**src/rtl/reservoir_pkg.sv**
```systemverilog
// Shared definitions for the reservoir plant model.
// Holds the default geometry, rate and threshold constants, the sensor code
// type with its four legal thermometer codes, and the bundled flow command.
package reservoir_pkg;

    localparam int unsigned LEVEL_W_DEF    = 8;
    localparam int unsigned CAP_DEF        = 200;
    localparam int unsigned INIT_LEVEL_DEF = 0;
    localparam int unsigned TH0_DEF        = 40;
    localparam int unsigned TH1_DEF        = 100;
    localparam int unsigned TH2_DEF        = 160;
    localparam int unsigned TICK_DIV_DEF   = 4;
    localparam int unsigned R0_DEF         = 2;
    localparam int unsigned R1_DEF         = 2;
    localparam int unsigned R2_DEF         = 2;
    localparam int unsigned RD_DEF         = 1;
    localparam int unsigned DRAIN_DEF      = 3;
    localparam int unsigned HYST_DEF       = 4;

    typedef logic [2:0] sensor_t;

    localparam sensor_t S_BELOW0 = 3'b000;
    localparam sensor_t S_ABOVE0 = 3'b001;
    localparam sensor_t S_ABOVE1 = 3'b011;
    localparam sensor_t S_ABOVE2 = 3'b111;

    // Valve and demand commands sampled together on an update edge.
    typedef struct packed {
        logic fr2;
        logic fr1;
        logic fr0;
        logic dfr;
        logic drain_en;
    } flow_cmd_t;

endpackage

```
**src/rtl/reservoir_sensor.sv**
```systemverilog
// One level sensor: registered compare of level against threshold TH.
// With RESERVOIR_PLANT_HYST_EN defined the sensor sets at level >= TH and
// releases only below TH-HYST, holding its state in between.
// Ports:
//   clk, reset_n : clock, synchronous active-low reset
//   level        : current plant level
//   above        : registered sensor output
module reservoir_sensor
    import reservoir_pkg::*;
#(
    parameter int unsigned LEVEL_W = LEVEL_W_DEF,
    parameter int unsigned TH      = TH0_DEF,
    parameter int unsigned HYST    = HYST_DEF
) (
    input  logic               clk,
    input  logic               reset_n,
    input  logic [LEVEL_W-1:0] level,
    output logic               above
);

`ifdef RESERVOIR_PLANT_HYST_EN
    localparam int unsigned HYST_ON = 1;
`else
    localparam int unsigned HYST_ON = 0;
`endif

    // Release band width; zero collapses the hold region to a plain compare.
    localparam int unsigned BAND    = HYST * HYST_ON;
    localparam int unsigned CLR_INT = (TH > BAND) ? (TH - BAND) : 0;

    localparam logic [LEVEL_W-1:0] SET_LVL = LEVEL_W'(TH);
    localparam logic [LEVEL_W-1:0] CLR_LVL = LEVEL_W'(CLR_INT);

    // Set / release / hold.
    always_ff @(posedge clk) begin
        if (!reset_n) begin
            above <= 1'b0;
        end else if (level >= SET_LVL) begin
            above <= 1'b1;
        end else if (level < CLR_LVL) begin
            above <= 1'b0;
        end
    end

endmodule

```
**src/rtl/reservoir_plant.sv**
```systemverilog
// Reservoir plant model: integrates valve flow commands minus a user drain
// once every TICK_DIV clocks, saturating at 0 and CAP, and reports the level
// through three thermometer-coded sensors.
// Optional feature macro: RESERVOIR_PLANT_HYST_EN (sensor release hysteresis).
// Ports:
//   clk, reset_n              : clock, synchronous active-low reset
//   fr2, fr1, fr0, dfr        : inflow valve commands
//   drain_en                  : enables the DRAIN outflow
//   s                         : sensor vector, s[0] lowest threshold
//   level                     : current level
//   tick                      : one-cycle pulse with each level update
//   ovf, unf                  : sticky clip flags at CAP / at 0
module reservoir_plant
    import reservoir_pkg::*;
#(
    parameter int unsigned LEVEL_W    = LEVEL_W_DEF,
    parameter int unsigned CAP        = CAP_DEF,
    parameter int unsigned INIT_LEVEL = INIT_LEVEL_DEF,
    parameter int unsigned TH0        = TH0_DEF,
    parameter int unsigned TH1        = TH1_DEF,
    parameter int unsigned TH2        = TH2_DEF,
    parameter int unsigned TICK_DIV   = TICK_DIV_DEF,
    parameter int unsigned R0         = R0_DEF,
    parameter int unsigned R1         = R1_DEF,
    parameter int unsigned R2         = R2_DEF,
    parameter int unsigned RD         = RD_DEF,
    parameter int unsigned DRAIN      = DRAIN_DEF,
    parameter int unsigned HYST       = HYST_DEF
) (
    input  logic               clk,
    input  logic               reset_n,
    input  logic               fr2,
    input  logic               fr1,
    input  logic               fr0,
    input  logic               dfr,
    input  logic               drain_en,
    output sensor_t            s,
    output logic [LEVEL_W-1:0] level,
    output logic               tick,
    output logic               ovf,
    output logic               unf
);

    // Two guard bits keep level + max inflow and 0 - DRAIN from wrapping.
    localparam int unsigned NW    = LEVEL_W + 2;
    localparam int unsigned CNT_W = (TICK_DIV > 1) ? $clog2(TICK_DIV) : 1;

    localparam logic [CNT_W-1:0]      CNT_LAST = CNT_W'(TICK_DIV - 1);
    localparam logic signed [NW-1:0]  CAP_S    = NW'(CAP);
    localparam logic [LEVEL_W-1:0]    CAP_L    = LEVEL_W'(CAP);
    localparam logic [LEVEL_W-1:0]    INIT_L   = LEVEL_W'(INIT_LEVEL);

    logic [CNT_W-1:0]      cnt;
    logic                  upd_c;
    flow_cmd_t             cmd_c;
    logic signed [NW-1:0]  lvl_c;
    logic signed [NW-1:0]  add_c;
    logic signed [NW-1:0]  sub_c;
    logic signed [NW-1:0]  nxt_c;
    logic                  clip_hi_c;
    logic                  clip_lo_c;
    logic [LEVEL_W-1:0]    level_d_c;
    logic                  sen0;
    logic                  sen1;
    logic                  sen2;

    assign upd_c = (cnt == CNT_LAST);

    // Net flow for this tick and the clipped next level.
    always_comb begin
        cmd_c     = '{fr2: fr2, fr1: fr1, fr0: fr0, dfr: dfr, drain_en: drain_en};
        lvl_c     = {2'b00, level};
        add_c     = '0;
        sub_c     = '0;
        if (cmd_c.fr0)      add_c = add_c + NW'(R0);
        if (cmd_c.fr1)      add_c = add_c + NW'(R1);
        if (cmd_c.fr2)      add_c = add_c + NW'(R2);
        if (cmd_c.dfr)      add_c = add_c + NW'(RD);
        if (cmd_c.drain_en) sub_c = NW'(DRAIN);
        nxt_c     = lvl_c + add_c - sub_c;
        clip_lo_c = nxt_c[NW-1];
        clip_hi_c = !clip_lo_c && (nxt_c > CAP_S);
        level_d_c = level;
        if (clip_hi_c) begin
            level_d_c = CAP_L;
        end else if (clip_lo_c) begin
            level_d_c = '0;
        end else begin
            level_d_c = nxt_c[LEVEL_W-1:0];
        end
    end

    // Prescaler, integrator and sticky flags.
    always_ff @(posedge clk) begin
        if (!reset_n) begin
            cnt   <= '0;
            level <= INIT_L;
            tick  <= 1'b0;
            ovf   <= 1'b0;
            unf   <= 1'b0;
        end else begin
            tick <= upd_c;
            if (upd_c) begin
                cnt   <= '0;
                level <= level_d_c;
                ovf   <= ovf | clip_hi_c;
                unf   <= unf | clip_lo_c;
            end else begin
                cnt <= cnt + CNT_W'(1);
            end
        end
    end

    reservoir_sensor #(.LEVEL_W(LEVEL_W), .TH(TH0), .HYST(HYST)) u_sen0 (
        .clk     (clk),
        .reset_n (reset_n),
        .level   (level),
        .above   (sen0)
    );

    reservoir_sensor #(.LEVEL_W(LEVEL_W), .TH(TH1), .HYST(HYST)) u_sen1 (
        .clk     (clk),
        .reset_n (reset_n),
        .level   (level),
        .above   (sen1)
    );

    reservoir_sensor #(.LEVEL_W(LEVEL_W), .TH(TH2), .HYST(HYST)) u_sen2 (
        .clk     (clk),
        .reset_n (reset_n),
        .level   (level),
        .above   (sen2)
    );

    assign s = {sen2, sen1, sen0};

endmodule

```
**config.mk**
```make
export PLATFORM = sky130hd
export DESIGN_NAME = reservoir_plant
export DESIGN_NICKNAME = d
export VERILOG_FILES = /design/src/rtl/reservoir_pkg.sv /design/src/rtl/reservoir_sensor.sv /design/src/rtl/reservoir_plant.sv
export SDC_FILE = /design/constraint.sdc
export NUM_CORES = 1
export LEC_CHECK = 0
export BUFFER_PORTS_ARGS = -buffer_cell sky130_fd_sc_hd__clkbuf_2
export CORE_MARGIN = 2
export CORE_UTILIZATION = 50
export CTS_BUF_LIST = sky130_fd_sc_hd__clkbuf_16
export DETAILED_ROUTE_END_ITERATION = 12
export PLACE_DENSITY = 0.75
export RECOVER_POWER = 100
export SKIP_LAST_GASP = 1
export SYNTH_ARGS = -nofsm -noshare
export SYNTH_HDL_FRONTEND = slang
export SYNTH_SLANG_ARGS = --single-unit
```
**constraint.sdc**
```tcl
create_clock -name clk -period 3.4 [get_ports clk]
set_input_delay 0.68 -clock clk [delete_from_list [all_inputs] [get_ports clk]]
set_output_delay 0.68 -clock clk [all_outputs]
set_load 0.01 [all_outputs]
```
==> results.txt, run 1 <==
----------------------------------------------------
[Clock tree]
  Clock latency on the worst-skew pair ... 0.25 ns
  Hold buffers post-CTS ... 0
  CTS H-tree depth ... 1
  Clock tree from TritonCTS ... yes
  Gates resized, CTS repair ... 0
  Number of sinks on the clock net ... 16
  Master cell of the clock root buffer ... sky130_fd_sc_hd__clkbuf_16
  Post-CTS Setup Inserts ... 0
  Max Buffers Root-to-Sink ... 2
  Clock buffers created by TritonCTS ... 3
  Clock transition at the register clock pins on the worst setup and hold paths after CTS ... 0.05 ns

[STA]
  Fmax ... 306 MHz
  Worst Skew ... 0.00268 ns
  Final setup vio count ... 0
  Setup total negative slack ... 0 ns
  Fin crit period ... 3.27 ns
  Unrepaired setup endpoints after global routing ... false
  Worst slew margin relative to its limit ... 71.2%
  Slew at the pin closest to its max-slew limit ... 0.431 ns
  Number of hold violations in the final report ... 0
  Final worst slack ... 0.135 ns
  Final worst-path cycle share ... 96.0%
  Pins Over Slew Limit ... 0

[Floorplan]
  Overall die height ... 55.2 µm
  Count of boundary I/O pins ... 21
  Effective utilization at floorplan ... 52.8%
  Die area ... 3040 µm²
  Site row count ... 18
  Core area ... 2480 µm²
  Die W ... 55.2 µm

[Critical path]
  Count of buffering cells on the critical path with inverters included ... 3
  Path depth of the worst reg2reg path ... 10
  Worst path required time ... 3.54 ns
  FF-to-FF Start ... level[1]
  Worst setup endpoint ... level[0]
  WP data arrival ... 3.41 ns
  Cell at the slowest stage of the critical path ... sky130_fd_sc_hd__fa_1
  Worst setup path category ... primary input to flip-flop
  Cell type group with the largest total delay on the critical path ... adder cells
  Critical Path Stages ... 13
  Setup slack of the worst register-to-register path ... 0.76 ns
  Cell-by-cell listing of the critical path ... clkbuf_2 > inv_1 > ha_1 > xor2_1 > fa_1 > inv_1 > fa_2 > nor2b_4 > o2111ai_1 > a21bo_1 > a22oi_4 > o311ai_4 > a32o_1
  Cell mode on critical path ... sky130_fd_sc_hd__inv_1
  CP peak stage delay ... 0.51 ns
  Critical path fanouts, max ... 5
  Sort of element at the end of the critical path ... flip-flop
  Worst r2r dst ... level[1]
  CP Launch Type ... primary input
  Worst setup path startpoint ... fr1

[Synth]
  Most frequent cells after synthesis ... sky130_fd_sc_hd__inv_1 (23), sky130_fd_sc_hd__ha_1 (19), sky130_fd_sc_hd__dfxtp_1 (16)
  Count of mapped cells out of synthesis ... 144
  Leading area contributor after synthesis ... sky130_fd_sc_hd__dfxtp_1
  Netlist area before placement ... 1310 µm²
  Net count after synthesis ... 172
  Most used flip-flop cell after synthesis ... sky130_fd_sc_hd__dfxtp_1
  Register bit count reported by yosys ... 16
  Number of distinct library cells after synthesis ... 48
  Ys async rst share ... 0%
  Top post-synthesis cells by area ... sky130_fd_sc_hd__dfxtp_1 (24%), sky130_fd_sc_hd__ha_1 (18%), sky130_fd_sc_hd__inv_1 (6.6%), sky130_fd_sc_hd__nor2_1 (3.2%), sky130_fd_sc_hd__a32o_1 (3.1%)
  Count of yosys warnings during synthesis ... 0
  Number of enable-type register cells in the synthesized netlist ... 0
  Most common cell in the synthesized netlist ... sky130_fd_sc_hd__inv_1
  Sequential element share of the synthesized area ... 24.5%
  Area share of the largest cell type after synthesis ... 24.5%
  Average footprint of a synthesized cell ... 9.09 µm²

[Detailed routing]
  Overall routed net length ... 2.66 mm
  Residual antenna-violating net count after detailed routing ... 0
  Ratio of routed vias to standard cells ... 5.43
  Number of remaining DRC errors ... 0
  DR iter-0 viols ... 12
  DR WL/cell ... 13.0 µm
  1st-pass router iterations ... 4
  Via total after detailed routing ... 1107

[Pwr]
  Static Leak ... 0.000725 µW
  Worst vdd rail ir drop ... 318 µV
  Cell area power density ... 477 nW/µm²

[Placed design]
  Minimum setup slack after placement ... -0.139 ns
  Final weighted congestion in routability-driven placement ... 0.772
  Post-DP Area ... 1490 µm²
  Count of input and output buffers ... 20
  Detailed-placement wirelength estimate ... 2.21 mm

[Global route]
  Total global-route track usage ... 19.5%
  Vias in the first global route ... 1040
  Global-route wire length before repair ... 4.24 mm
  Pin count of the biggest net entering global routing ... 10
  Number of antenna violations at the first check in global routing ... 0
  Global route total overflow ... 0

[Finish]
  Layout cells sized above 1 ... 16.7%
  Fill count ... 242
  Antenna diode instance count ... 0
  Total Nets Final ... 203
  Post-route cell area ... 1550 µm²
  Area Overhead vs Synth ... 18.5%

[Status]
  Result of the run ... finished clean

[Flow run]
  Max cap viols ... 0

[Worst hold path]
  Path type of the worst min-delay path ... flip-flop to flip-flop

----------------------------------------------------
-- metrics by stage --
stage	total power, µW	util (%)	hold slack [ns]	std cells
2_1_floorplan	438	-	0.399	144
3_3_place_gp	503	60.0	0.411	199
3_5_place_dp	513	60.0	0.422	199
4_1_cts	741	63.2	0.429	203
5_1_grt	777	62.6	0.444	204
6_report	740	62.6	0.421	204
-- registers in the layout (all words and copies together), names as in the netlist --
signal        flops
level             8
cnt               2
tick              1
u_sen1.above      1
unf               1
u_sen2.above      1
ovf               1
u_sen0.above      1
-- power breakdown --
| part | leakage (µW) | switching [µW] | total [µW] | internal (µW) |
|---|---|---|---|---|
| Sequential | 0.000130 | 7.33 | 205 | 197 |
| Clock | 0.0000385 | 74.5 | 231 | 156 |
| Combinational | 0.000557 | 161 | 304 | 143 |
| Total | 0.000725 | 243 | 740 | 497 |
-- layout make-up --
type	instances	area (µm²)	area share [%]
Clock inverter	1	3.75	0.242
Inverter	23	86.3	5.57
Multi-Input combinational cell	102	882	56.9
Sequential cell	16	320	20.7
Timing Repair Buffer	29	145	9.36
Clock buffer	3	75.1	4.84
Tap cell	30	37.5	2.42
-- cells by family after synthesis --
kind of cell    count (synthesis)  share of synthesized area (%)
buf+inv                        26                           8.32
flops                          16                           24.5
compound gates                 43                           28.6
fa+ha+maj                      21                           21.2
simple gates                   32                           12.7
xor+xnor                        5                           3.92
mux                             1                          0.765
-- worst min-delay path by stage --
stage / from / to / slack, ns / depth (start not counted)
global placement: cnt[0] / cnt[0] / 0.41 / 1
CTS: cnt[0] / cnt[0] / 0.43 / 1
detailed placement: cnt[0] / cnt[0] / 0.42 / 1
global route: cnt[0] / cnt[0] / 0.44 / 1
floorplan: cnt[0] / cnt[0] / 0.40 / 1
finish: cnt[0] / cnt[0] / 0.42 / 1
-- layout by cell type (no fill, tap or decap), types with 2 or more instances in the layout --
cell type and count:
sky130_fd_sc_hd__a32o_1 4, sky130_fd_sc_hd__clkbuf_2 5, sky130_fd_sc_hd__xnor2_1 3, sky130_fd_sc_hd__o21ai_0 4
sky130_fd_sc_hd__o21ai_1 2, sky130_fd_sc_hd__inv_1 23, sky130_fd_sc_hd__nand2b_1 2, sky130_fd_sc_hd__clkbuf_16 3
sky130_fd_sc_hd__clkbuf_1 16, sky130_fd_sc_hd__ha_1 19, sky130_fd_sc_hd__o21a_1 2, sky130_fd_sc_hd__nand3_1 3
sky130_fd_sc_hd__a21o_1 4, sky130_fd_sc_hd__dfxtp_1 16, sky130_fd_sc_hd__buf_4 8, sky130_fd_sc_hd__nand2_1 6
sky130_fd_sc_hd__nor2_1 11, sky130_fd_sc_hd__a21oi_1 7
-- worst register-to-register path, delay by kind of cell, from the launching register on --
family                     cells  cell delay [ns]
buffers and inverters          2             0.35
adders and majority gates      2             0.81
DFF                            1             0.41
and+or+nand+nor                2             0.47
AOI/OAI and AO/OA              4             0.53
-- metal layers --
metal / routed length [µm] / vias up / global-route usage (%)
li1: - / 572 / -
met1: 1170 / 511 / 21.9
met2: 1370 / 19 / 36.5
met3: 73 / 5 / 2.42
met4: 52 / 0 / 8.54
met5: 0 / - / 0
(Power assumes the default switching activity.)
==> run 2, diff against run 1 <==
GPL_TIMING_DRIVEN = 0   (was unset)
==> results.txt, run 2 (synthesis gave the netlist of run 1 again) <==
----------------------------------------------------
[STA]
  Fmax ... 305 MHz
  Slew at the pin closest to its max-slew limit ... 0.437 ns
  Fin crit period ... 3.28 ns
  Worst Skew ... 0.000835 ns
  Worst slew margin relative to its limit ... 70.7%
  Final worst-path cycle share ... 96.5%
  Pins Over Slew Limit ... 0
  Unrepaired setup endpoints after global routing ... true
  Setup total negative slack ... 0 ns
  Final setup vio count ... 0
  Number of hold violations in the final report ... 0

[Finish]
  Most flops, register ... level
  Footprint of the flip-flops and latches ... 320 µm²
  Most frequent cells in the layout ... sky130_fd_sc_hd__inv_1 (23), sky130_fd_sc_hd__ha_1 (19), sky130_fd_sc_hd__dfxtp_1 (16)
  Most frequent standard cell in the layout excluding fill and tap cells ... sky130_fd_sc_hd__inv_1
  Flip-flop count of the largest register after layout ... 8
  Fill count ... 217
  Finished Core Util ... 63.4%
  Total Nets Final ... 200
  Layout cells sized above 1 ... 17.0%
  Antenna diode instance count ... 0
  Area used by multi-input combinational logic ... 907 µm²
  Largest registers ... level (8), cnt (2)
  Post-route insts no fill ... 201
  Area Overhead vs Synth ... 20.0%
  Post-route cell area ... 1570 µm²

[Clock tree]
  Clock tree from TritonCTS ... yes
  Hold buffers post-CTS ... 0
  Clock transition at the register clock pins on the worst setup and hold paths after CTS ... 0.05 ns
  Master cell of the clock root buffer ... sky130_fd_sc_hd__clkbuf_16
  Clock buffers created by TritonCTS ... 3
  Max Buffers Root-to-Sink ... 2
  Number of sinks on the clock net ... 16
  Clock latency on the worst-skew pair ... 0.24 ns
  CTS H-tree depth ... 1

[Placed design]
  Detailed-placement wirelength estimate ... 2.20 mm
  Placed insts ... 194
  Count of input and output buffers ... 20
  Post-DP Area ... 1450 µm²
  Final weighted congestion in routability-driven placement ... 0.737

[Floorplan]
  Site row count ... 18
  Count of boundary I/O pins ... 21
  Core area ... 2480 µm²
  Overall die height ... 55.2 µm
  Effective utilization at floorplan ... 52.8%
  Die area ... 3040 µm²
  Die W ... 55.2 µm

[Detailed routing]
  Residual antenna-violating net count after detailed routing ... 0
  Via total after detailed routing ... 1099
  Number of remaining DRC errors ... 0
  Overall routed net length ... 2.77 mm
  Ratio of routed vias to standard cells ... 5.47
  DR iter-0 viols ... 13
  1st-pass router iterations ... 4
  DR WL/cell ... 13.8 µm

[Pwr]
  Cell area power density ... 475 nW/µm²
  Static Leak ... 0.000726 µW
  Worst vdd rail ir drop ... 405 µV

[Global route]
  Global-route wire length before repair ... 4.14 mm
  Total global-route track usage ... 18.8%
  Global route total overflow ... 0
  Number of antenna violations at the first check in global routing ... 0
  GRT met3 Usage ... 2.69%
  Met2 Resource Use GR ... 35.3%
  Vias in the first global route ... 999
  Grt met1 use ... 22.1%
  Most crowded layer after global routing ... met2
  Pin count of the biggest net entering global routing ... 10

[Worst hold path]
  Hold path startpoint ... cnt[0]
  Hold Path End ... cnt[0]
  Min-Delay Path Depth ... 1
  Path type of the worst min-delay path ... flip-flop to flip-flop

[Critical path]
  Sort of element at the end of the critical path ... flip-flop
  CP Launch Type ... primary input
  WP data arrival ... 3.41 ns
  Critical path fanouts, max ... 5
  FF-to-FF Start ... level[0]
  Worst setup path category ... primary input to flip-flop
  Path depth of the worst reg2reg path ... 12
  Worst path required time ... 3.53 ns
  Worst r2r dst ... level[2]
  Setup slack of the worst register-to-register path ... 0.64 ns

[Flow run]
  Max cap viols ... 0

[Status]
  Result of the run ... finished clean

----------------------------------------------------
==> run 2: changes by cell type in the layout (fill, tap and decap cells not counted) <==
cell                        before  now
sky130_fd_sc_hd__buf_12          0    1
sky130_fd_sc_hd__clkbuf_2        5    6
sky130_fd_sc_hd__o2111ai_4       0    1
sky130_fd_sc_hd__buf_4           8    5
sky130_fd_sc_hd__and2_0          1    2
sky130_fd_sc_hd__o21ai_2         1    0
sky130_fd_sc_hd__o2111ai_1       1    0
sky130_fd_sc_hd__and2_1          1    0
sky130_fd_sc_hd__clkbuf_1       16   14
sky130_fd_sc_hd__o21ai_4         0    1
==> run 2: per-layer routing <==
metal | share of wire [%] | vias up
li1 | - | 564
met1 | 45 | 511
met2 | 52 | 22
met3 | 2.6 | 2
met4 | 0.50 | 0
met5 | 0 | -
==> run 2: timing repair <==
item / CTS / global route
buffers inserted: 0 / 3
setup endpoints to repair: 0 / 7
resized for setup: 0 / 3
==> run 2: power by group <==
part           switching (µW)  internal (µW)  leakage [µW]
Combinational             167            146      0.000558
Clock                    71.7            156     0.0000385
Sequential               7.59            197      0.000130
==> run 2: worst max path at each step <==
stage | from | endpoint | slack, ns
floorplan | fr1 | level[2] | 0.07
global placement | fr1 | level[0] | -0.20
detailed placement | fr1 | level[2] | -0.24
CTS | fr1 | level[2] | 0.003
global route | fr1 | level[5] | -0.01
finish | fr1 | level[2] | 0.12
==> run 2: stage by stage <==
stage | hold slack, ns | power, µW | setup slack [ns]
after floorplan | 0.399 | 438 | 0.0667
after global placement | 0.410 | 482 | -0.198
after detailed placement | 0.417 | 492 | -0.245
after CTS | 0.424 | 719 | 0.00264
after global routing | 0.430 | 791 | -0.0147
final | 0.421 | 746 | 0.120
==> run 2: area by class of cell <==
| cell class | count | share of cell area (%) |
|---|---|---|
| inverters | 23 | 5.50 |
| flip-flops and latches | 16 | 20.4 |
| well taps | 30 | 2.39 |
| plain buffers | 3 | 1.43 |
| repair buffers | 23 | 7.49 |
| clock buffers | 3 | 4.78 |
| clock inverters | 1 | 0.239 |
| multi-input cells | 102 | 57.8 |
==> run 2: worst max-delay path: stages <==
cell and delay, ns:
sky130_fd_sc_hd__clkbuf_2 0.09, sky130_fd_sc_hd__inv_1 0.04, sky130_fd_sc_hd__ha_1 0.31, sky130_fd_sc_hd__xor2_1 0.16, sky130_fd_sc_hd__fa_1 0.51, sky130_fd_sc_hd__inv_1 0.06, sky130_fd_sc_hd__fa_2 0.37, sky130_fd_sc_hd__nor2b_4 0.17
sky130_fd_sc_hd__o2111ai_4 0.14, sky130_fd_sc_hd__a21bo_1 0.25, sky130_fd_sc_hd__a22oi_4 0.18, sky130_fd_sc_hd__o311ai_4 0.17, sky130_fd_sc_hd__a32o_1 0.29
